===== src/rtl/st_irq_arbiter.sv =====
// -----------------------------------------------------------------------------
// st_irq_arbiter
//
// Interrupt arbiter for an Atari ST style system. Three interrupt sources share
// the 68000 IPL lines:
//   - MFP  (level MFP_LEVEL, default 6) : level-sensitive request
//   - VBL  (level VBL_LEVEL, default 4) : rising-edge request, latched as pending
//   - HBL  (level HBL_LEVEL, default 2) : rising-edge request, latched as pending
// The highest active request is encoded onto ipl_n. The block also sequences
// the CPU interrupt-acknowledge (IACK) bus cycle:
//   - MFP level      : forwards IACK to the MFP and waits for its dtack, which
//                      the MFP gives together with its vector
//   - VBL/HBL levels : requests an autovector through vpa_n
//   - any other level, or no MFP dtack within IACK_TIMEOUT ticks : berr_n
// All state advances only on clk_en ticks. Reset is asynchronous, active high,
// and takes effect at once regardless of clk_en.
//
// Ports
//   clk        in   1  system clock
//   reset      in   1  asynchronous, active-high reset
//   clk_en     in   1  CPU-rate enable; all state advances only when high
//   mfp_irq    in   1  MFP interrupt request, level, active high
//   hbl        in   1  HBL request, rising-edge sensitive
//   vbl        in   1  VBL request, rising-edge sensitive
//   cpu_fc     in   3  CPU function code
//   cpu_as_n   in   1  CPU address strobe, active low
//   cpu_a      in   3  CPU A3..A1 (acknowledged level during IACK)
//   mfp_dtack  in   1  MFP dtack output
//   ipl_n      out  3  encoded interrupt level to CPU, active low
//   mfp_iack   out  1  IACK strobe to the MFP
//   vpa_n      out  1  autovector request, active low
//   berr_n     out  1  bus error for spurious/timed-out IACK, active low
//   busy       out  1  high whenever the acknowledge FSM is not idle
// -----------------------------------------------------------------------------
module st_irq_arbiter #(
    parameter int IACK_TIMEOUT = 64,
    parameter int MFP_LEVEL    = 6,
    parameter int VBL_LEVEL    = 4,
    parameter int HBL_LEVEL    = 2
) (
    input  logic       clk,
    input  logic       reset,
    input  logic       clk_en,
    input  logic       mfp_irq,
    input  logic       hbl,
    input  logic       vbl,
    input  logic [2:0] cpu_fc,
    input  logic       cpu_as_n,
    input  logic [2:0] cpu_a,
    input  logic       mfp_dtack,
    output logic [2:0] ipl_n,
    output logic       mfp_iack,
    output logic       vpa_n,
    output logic       berr_n,
    output logic       busy
);

    // -------------------------------------------------------------------------
    // Constants
    // -------------------------------------------------------------------------
    // The counter is wide enough to hold IACK_TIMEOUT itself, so the terminal
    // value IACK_TIMEOUT-1 is always representable and the count never wraps.
    localparam int CNT_W = $clog2(IACK_TIMEOUT + 1);

    localparam logic [CNT_W-1:0] CNT_LAST = CNT_W'(IACK_TIMEOUT - 1);
    localparam logic [CNT_W-1:0] CNT_ONE  = CNT_W'(1);

    localparam logic [2:0] MFP_LVL = 3'(MFP_LEVEL);
    localparam logic [2:0] VBL_LVL = 3'(VBL_LEVEL);
    localparam logic [2:0] HBL_LVL = 3'(HBL_LEVEL);

    // CPU function code for an interrupt-acknowledge (CPU space) cycle.
    localparam logic [2:0] FC_IACK = 3'b111;

    typedef enum logic [2:0] {
        S_IDLE,     // waiting for an IACK cycle; ipl_n tracks requests
        S_MFP_ACK,  // mfp_iack driven, waiting for mfp_dtack or timeout
        S_AUTO,     // vpa_n driven, waiting for the CPU to end the cycle
        S_SPUR,     // berr_n driven, waiting for the CPU to end the cycle
        S_DONE      // MFP answered; mfp_iack held so the vector stays driven
    } state_t;

    // -------------------------------------------------------------------------
    // State
    // -------------------------------------------------------------------------
    state_t           state;
    logic [CNT_W-1:0] count;
    logic             hbl_q;
    logic             vbl_q;
    logic             hbl_pend;
    logic             vbl_pend;

    // -------------------------------------------------------------------------
    // Combinational decode
    // -------------------------------------------------------------------------
    logic       iack;        // CPU is running an interrupt-acknowledge cycle
    logic       accept;      // the IACK is taken this tick (only from idle)
    logic       lvl_is_mfp;
    logic       lvl_is_vbl;
    logic       lvl_is_hbl;
    logic       hbl_rise;
    logic       vbl_rise;
    logic       hbl_clr;
    logic       vbl_clr;
    logic [2:0] level;       // highest active request level, 0 when none

    assign iack       = (cpu_fc == FC_IACK) && !cpu_as_n;
    assign accept     = (state == S_IDLE) && iack;

    assign lvl_is_mfp = (cpu_a == MFP_LVL);
    assign lvl_is_vbl = (cpu_a == VBL_LVL);
    assign lvl_is_hbl = (cpu_a == HBL_LVL);

    // Edges are judged against the value seen on the previous clk_en tick.
    assign hbl_rise   = hbl && !hbl_q;
    assign vbl_rise   = vbl && !vbl_q;

    // A pending flag is consumed when its own autovector IACK is accepted.
    assign hbl_clr    = accept && lvl_is_hbl;
    assign vbl_clr    = accept && lvl_is_vbl;

    always_comb begin
        // NOTE: a default assignment first means every path through this block
        // assigns level, so no latch is inferred.
        level = 3'd0;
        if (mfp_irq) begin
            level = MFP_LVL;
        end else if (vbl_pend) begin
            level = VBL_LVL;
        end else if (hbl_pend) begin
            level = HBL_LVL;
        end
    end

    // -------------------------------------------------------------------------
    // Request edge detection and pending flags
    // -------------------------------------------------------------------------
    always_ff @(posedge clk or posedge reset) begin
        if (reset) begin
            // NOTE: sequential state is written with non-blocking assignments so
            // every register samples the pre-edge values of the others.
            hbl_q    <= 1'b0;
            vbl_q    <= 1'b0;
            hbl_pend <= 1'b0;
            vbl_pend <= 1'b0;
        end else if (clk_en) begin
            hbl_q <= hbl;
            vbl_q <= vbl;

            // Set has priority over clear: an edge arriving on the same tick as
            // its acknowledge must not be lost.
            if (hbl_rise) begin
                hbl_pend <= 1'b1;
            end else if (hbl_clr) begin
                hbl_pend <= 1'b0;
            end

            if (vbl_rise) begin
                vbl_pend <= 1'b1;
            end else if (vbl_clr) begin
                vbl_pend <= 1'b0;
            end
        end
    end

    // -------------------------------------------------------------------------
    // IPL encoding
    // -------------------------------------------------------------------------
    // ipl_n is held while an acknowledge is in progress so the CPU sees a
    // stable level for the whole bus cycle; it resumes tracking in idle.
    always_ff @(posedge clk or posedge reset) begin
        if (reset) begin
            ipl_n <= 3'b111;
        end else if (clk_en && (state == S_IDLE)) begin
            ipl_n <= ~level;
        end
    end

    // -------------------------------------------------------------------------
    // Acknowledge sequencer with registered strobes
    // -------------------------------------------------------------------------
    always_ff @(posedge clk or posedge reset) begin
        if (reset) begin
            state    <= S_IDLE;
            count    <= '0;
            mfp_iack <= 1'b0;
            vpa_n    <= 1'b1;
            berr_n   <= 1'b1;
            busy     <= 1'b0;
        end else if (clk_en) begin
            if ((state != S_IDLE) && cpu_as_n) begin
                // The CPU ended (or aborted) the bus cycle: release everything
                // on this tick, whatever stage the acknowledge had reached.
                state    <= S_IDLE;
                mfp_iack <= 1'b0;
                vpa_n    <= 1'b1;
                berr_n   <= 1'b1;
                busy     <= 1'b0;
            end else begin
                case (state)
                    S_IDLE: begin
                        if (iack) begin
                            busy <= 1'b1;
                            if (lvl_is_mfp) begin
                                state    <= S_MFP_ACK;
                                mfp_iack <= 1'b1;
                                count    <= '0;
                            end else if (lvl_is_vbl || lvl_is_hbl) begin
                                // Autovector is given even if the pending flag
                                // has already gone; the CPU asked for it.
                                state <= S_AUTO;
                                vpa_n <= 1'b0;
                            end else begin
                                state  <= S_SPUR;
                                berr_n <= 1'b0;
                            end
                        end
                    end

                    S_MFP_ACK: begin
                        // mfp_irq is deliberately ignored here: once IACK has
                        // been forwarded the MFP still owns the vector.
                        if (mfp_dtack) begin
                            state <= S_DONE;
                        end else if (count == CNT_LAST) begin
                            state    <= S_SPUR;
                            mfp_iack <= 1'b0;
                            berr_n   <= 1'b0;
                        end else begin
                            count <= count + CNT_ONE;
                        end
                    end

                    // These states only wait for the address strobe to rise,
                    // which is handled above.
                    S_AUTO, S_SPUR, S_DONE: begin
                    end

                    default: begin
                        // Unreachable encodings recover to a clean idle.
                        state    <= S_IDLE;
                        mfp_iack <= 1'b0;
                        vpa_n    <= 1'b1;
                        berr_n   <= 1'b1;
                        busy     <= 1'b0;
                    end
                endcase
            end
        end
    end

endmodule


===== config.mk =====
export PLATFORM = sky130hd
export DESIGN_NAME = st_irq_arbiter
export DESIGN_NICKNAME = d
export VERILOG_FILES = /design/src/rtl/st_irq_arbiter.sv
export SDC_FILE = /design/constraint.sdc
export NUM_CORES = 1
export LEC_CHECK = 0
export CORE_MARGIN = 3
export CORE_UTILIZATION = 28
export CTS_CLUSTER_DIAMETER = 150
export DETAILED_ROUTE_END_ITERATION = 16
export GPL_ROUTABILITY_DRIVEN = 0
export HOLD_SLACK_MARGIN = 0.05
export PLACE_DENSITY = 0.57
export SLEW_MARGIN = 15
export SYNTH_ARGS = -nofsm -noshare
export SYNTH_HDL_FRONTEND = slang
export SYNTH_SLANG_ARGS = --single-unit

===== constraint.sdc =====
create_clock -name clk -period 2.19 [get_ports clk]
set_clock_uncertainty 0.15 [all_clocks]
set_input_delay 0.3285 -clock clk [delete_from_list [all_inputs] [get_ports clk]]
set_output_delay 0.3285 -clock clk [all_outputs]
set_load 0.005 [all_outputs]

==> implementation parameters <==
Parameter                              Value

Logic synthesis
  Primary FF master, synth    dfrtp_1
  Fraction of registers with async set or reset after synthesis    1.00
  Sequential-to-total area share from yosys stat    0.414
  Number of synthesized register bits    20
  Count of mapped cells out of synthesis    approximately 120
  YS warnings    0
  Mean instance size in the synthesized netlist    between 9 and 10 sq um
  Mapped cell area    1220 sq um
  Number of synthesized flops with an enable pin    0
  Syn Nets    138
  Number of library cell types mapped by synthesis    49

Clocking
  Number of buffers added to fix hold violations after cts    0
  Clock edge transition at the registers on the reported setup and hold paths    ~0.08 ns
  Deepest clock path buffer count    2
  Number of post-CTS setup repair buffers    0
  Resize count post-CTS    0
  Clock latency on the worst-skew pair    between 0.2 and 0.3 ns
  CTS tree    yes
  Total clock buffers created by CTS    3
  Sink count of the clock tree    20
  Depth of the CTS H-tree    1
  Buffer type at the clock tree root    clkbuf_8

Route
  Final routed wire length divided by cell count    between 10 and 15 um
  Number of vias per cell after detailed routing    about 5.5
  Number of design rule violations left after detail routing    0
  Violation count after the first detailed-route iteration    95
  Via count    1057
  Number of iterations in the first detailed-routing pass    4
  Wire length after detailed routing    ~2800 um
  Post-detailed-route count of antenna-violating nets    0

Floorplan
  Full die area    5190 sq um
  Std-Cell Core Area    between 4000 and 5000 sq um
  Rows    23
  Die height    slightly above 70 um
  Width of the die    72.1 um
  Ports    21
  Initial Util    0.297

Worst setup path
  Capturing element type of the critical path    flop
  Element type at the critical path start    flop
  Critical register-to-register path startpoint    count[0]$_DFFE_PP0P_
  Start-to-end type of the worst setup path    reg2reg
  Critical Path Start    count[0]$_DFFE_PP0P_
  Depth of the most critical reg-to-reg path    5
  Endpoint required time on the critical path    around 2.2 ns
  Largest fanout on the critical path    9
  Worst path arrival time    about 2 ns

Global route
  Maximum number of pins on one net before global-route repair    21
  Aggregate global routing overflow    0
  Number of antenna violations at the first check in global routing    0
  Via count of the first global-routing pass    just over 1k
  First-pass GRT wire length    ~4800 um
  Overall routing resource usage    0.114

STA
  Final Slew Violations    0
  Fin crit period    ~2.0 ns
  Relative slew slack    0.595
  Final WS setup    0.187 ns
  Setup TNS Final    0 ns
  Fin crit share    0.915
  Final Hold Slack    around 0.24 ns
  Max Fclk    499 MHz
  Final hold violation count    0
  Number of failing setup endpoints in the final timing report    0
  RSZ-0062 raised after global routing    no
  Transition at the pin with the smallest max-transition slack    slightly above 0.6 ns

Cells and area
  Fraction of layout instances using a drive strength above 1    0.134
  Area growth from synthesis to layout    23.4%
  Share of the core filled with cells in the final layout    0.367
  Antenna Cells    0
  Net count of the finished layout    approximately 160

Place
  Minimum setup slack after placement    ~0.0022 ns
  Count of port buffers added during placement    19
  Estimated wirelength of the detail-placed design    between 2000 and 2500 um

Pwr
  Maximum vdd ir drop    ~0.25 mV
  PD cells    935 nW/um^2
  Leakage dissipation    a little under 0.0006 uW

Hold path
  Worst hold path type    in2async

Status
  Run status    finished, final reports clean

Job
  Max Cap Viol    0
-- placed cells by master (no fill, tap or decap), types with 4 or more instances in the layout --
cell              n
a31oi_1           6
nand2_1           8
dfrtp_1          16
dfstp_2           4
inv_1             4
nor3_1            4
nand3_1           4
clkdlybuf4s50_1  19
o21ai_0          12
nor2_1            4
-- state kept, by name, indices dropped and copies added (netlist names) --
register and cells:
count 7, hbl_pend 1, vbl_pend 1, state 3
ipl_n 2, busy 1, berr_n 1, vpa_n 1
hbl_q 1, mfp_iack 1, vbl_q 1
-- cell usage after synthesis (all sizes together) (2+ instances only) --
cell type  number  area [sq um]
a21boi          2          15.0
a21o            3          22.5
a21oi           4          27.5
a31oi           6          37.5
and3            3          18.8
and4b           2          20.0
buf             6          56.3
dfrtp          16           400
dfstp           4           105
inv             4          15.0
mux2            2          22.5
nand2           8          30.0
nand2b          3          18.8
nand3           4          20.0
nand3b          2          15.0
nor2            4          15.0
nor3            4          20.0
o21ai          14          70.1
o31ai           3          22.5
o32a            2          20.0
o41ai           2          36.3
or3             2          12.5
or3b            2          17.5
-- final timing paths --
check,endpoint,slack (ns)
max in group asynchronous,ipl_n[1]$_DFFE_PP1P_,1.39
worst max register to register,state[1]$_DFFE_PP0P_,0.19
worst min-delay path,vbl_q$_DFFE_PP0P_,0.24
min in group clk,ipl_n[2]$_DFFE_PP1P_,0.29
worst min register to register,ipl_n[2]$_DFFE_PP1P_,0.29
worst max-delay path,state[1]$_DFFE_PP0P_,0.19
-- cell type report --
class                           instances  area, sq um
Fill cell                             412         2610
Multi-Input combinational cell         92          642
Sequential cell                        20          505
Timing Repair Buffer                   22          213
Tap cell                               50         62.6
Clock buffer                            3         41.3
Clock inverter                          1         30.0
Inverter                                4         15.0
-- metal layers --
layer	track usage	vias to the layer above	share of wire
met5	0	-	0
met4	0.0605	0	0.024
met3	0.0208	6	0.046
met2	0.178	31	0.48
met1	0.148	521	0.45
li1	-	499	-
-- worst max-delay path: stages (launching register included) --
cell and delay, ns:
dfrtp_1 0.39, ha_1 0.27, nand4_1 0.16, or3_1 0.49, a311oi_2 0.31, o22a_1 0.17
-- kinds of logic after synthesis --
kind of cell	synth area share
other cells	0.00307
fa+ha+maj	0.0102
simple gates	0.224
mux	0.0184
compound gates	0.262
buf+inv	0.0614
flops	0.414
xor+xnor	0.00717
-- through the flow --
| stage | area [sq um] | total power [uW] | instances |
|---|---|---|---|
| after global placement | 1440 | 1050 | 188 |
| final | 1510 | 1410 | 192 |
| after floorplan | 1220 | 893 | 123 |
| after detailed placement | 1440 | 1060 | 188 |
| after CTS | 1510 | 1430 | 192 |
| after global routing | 1510 | 1520 | 192 |
-- power breakdown --
group	internal, uW	total (uW)	switching (uW)
Combinational	242	489	247
Clock	244	365	121
Sequential	466	557	91.3
No activity file was read; power rests on OpenSTA's default activity.
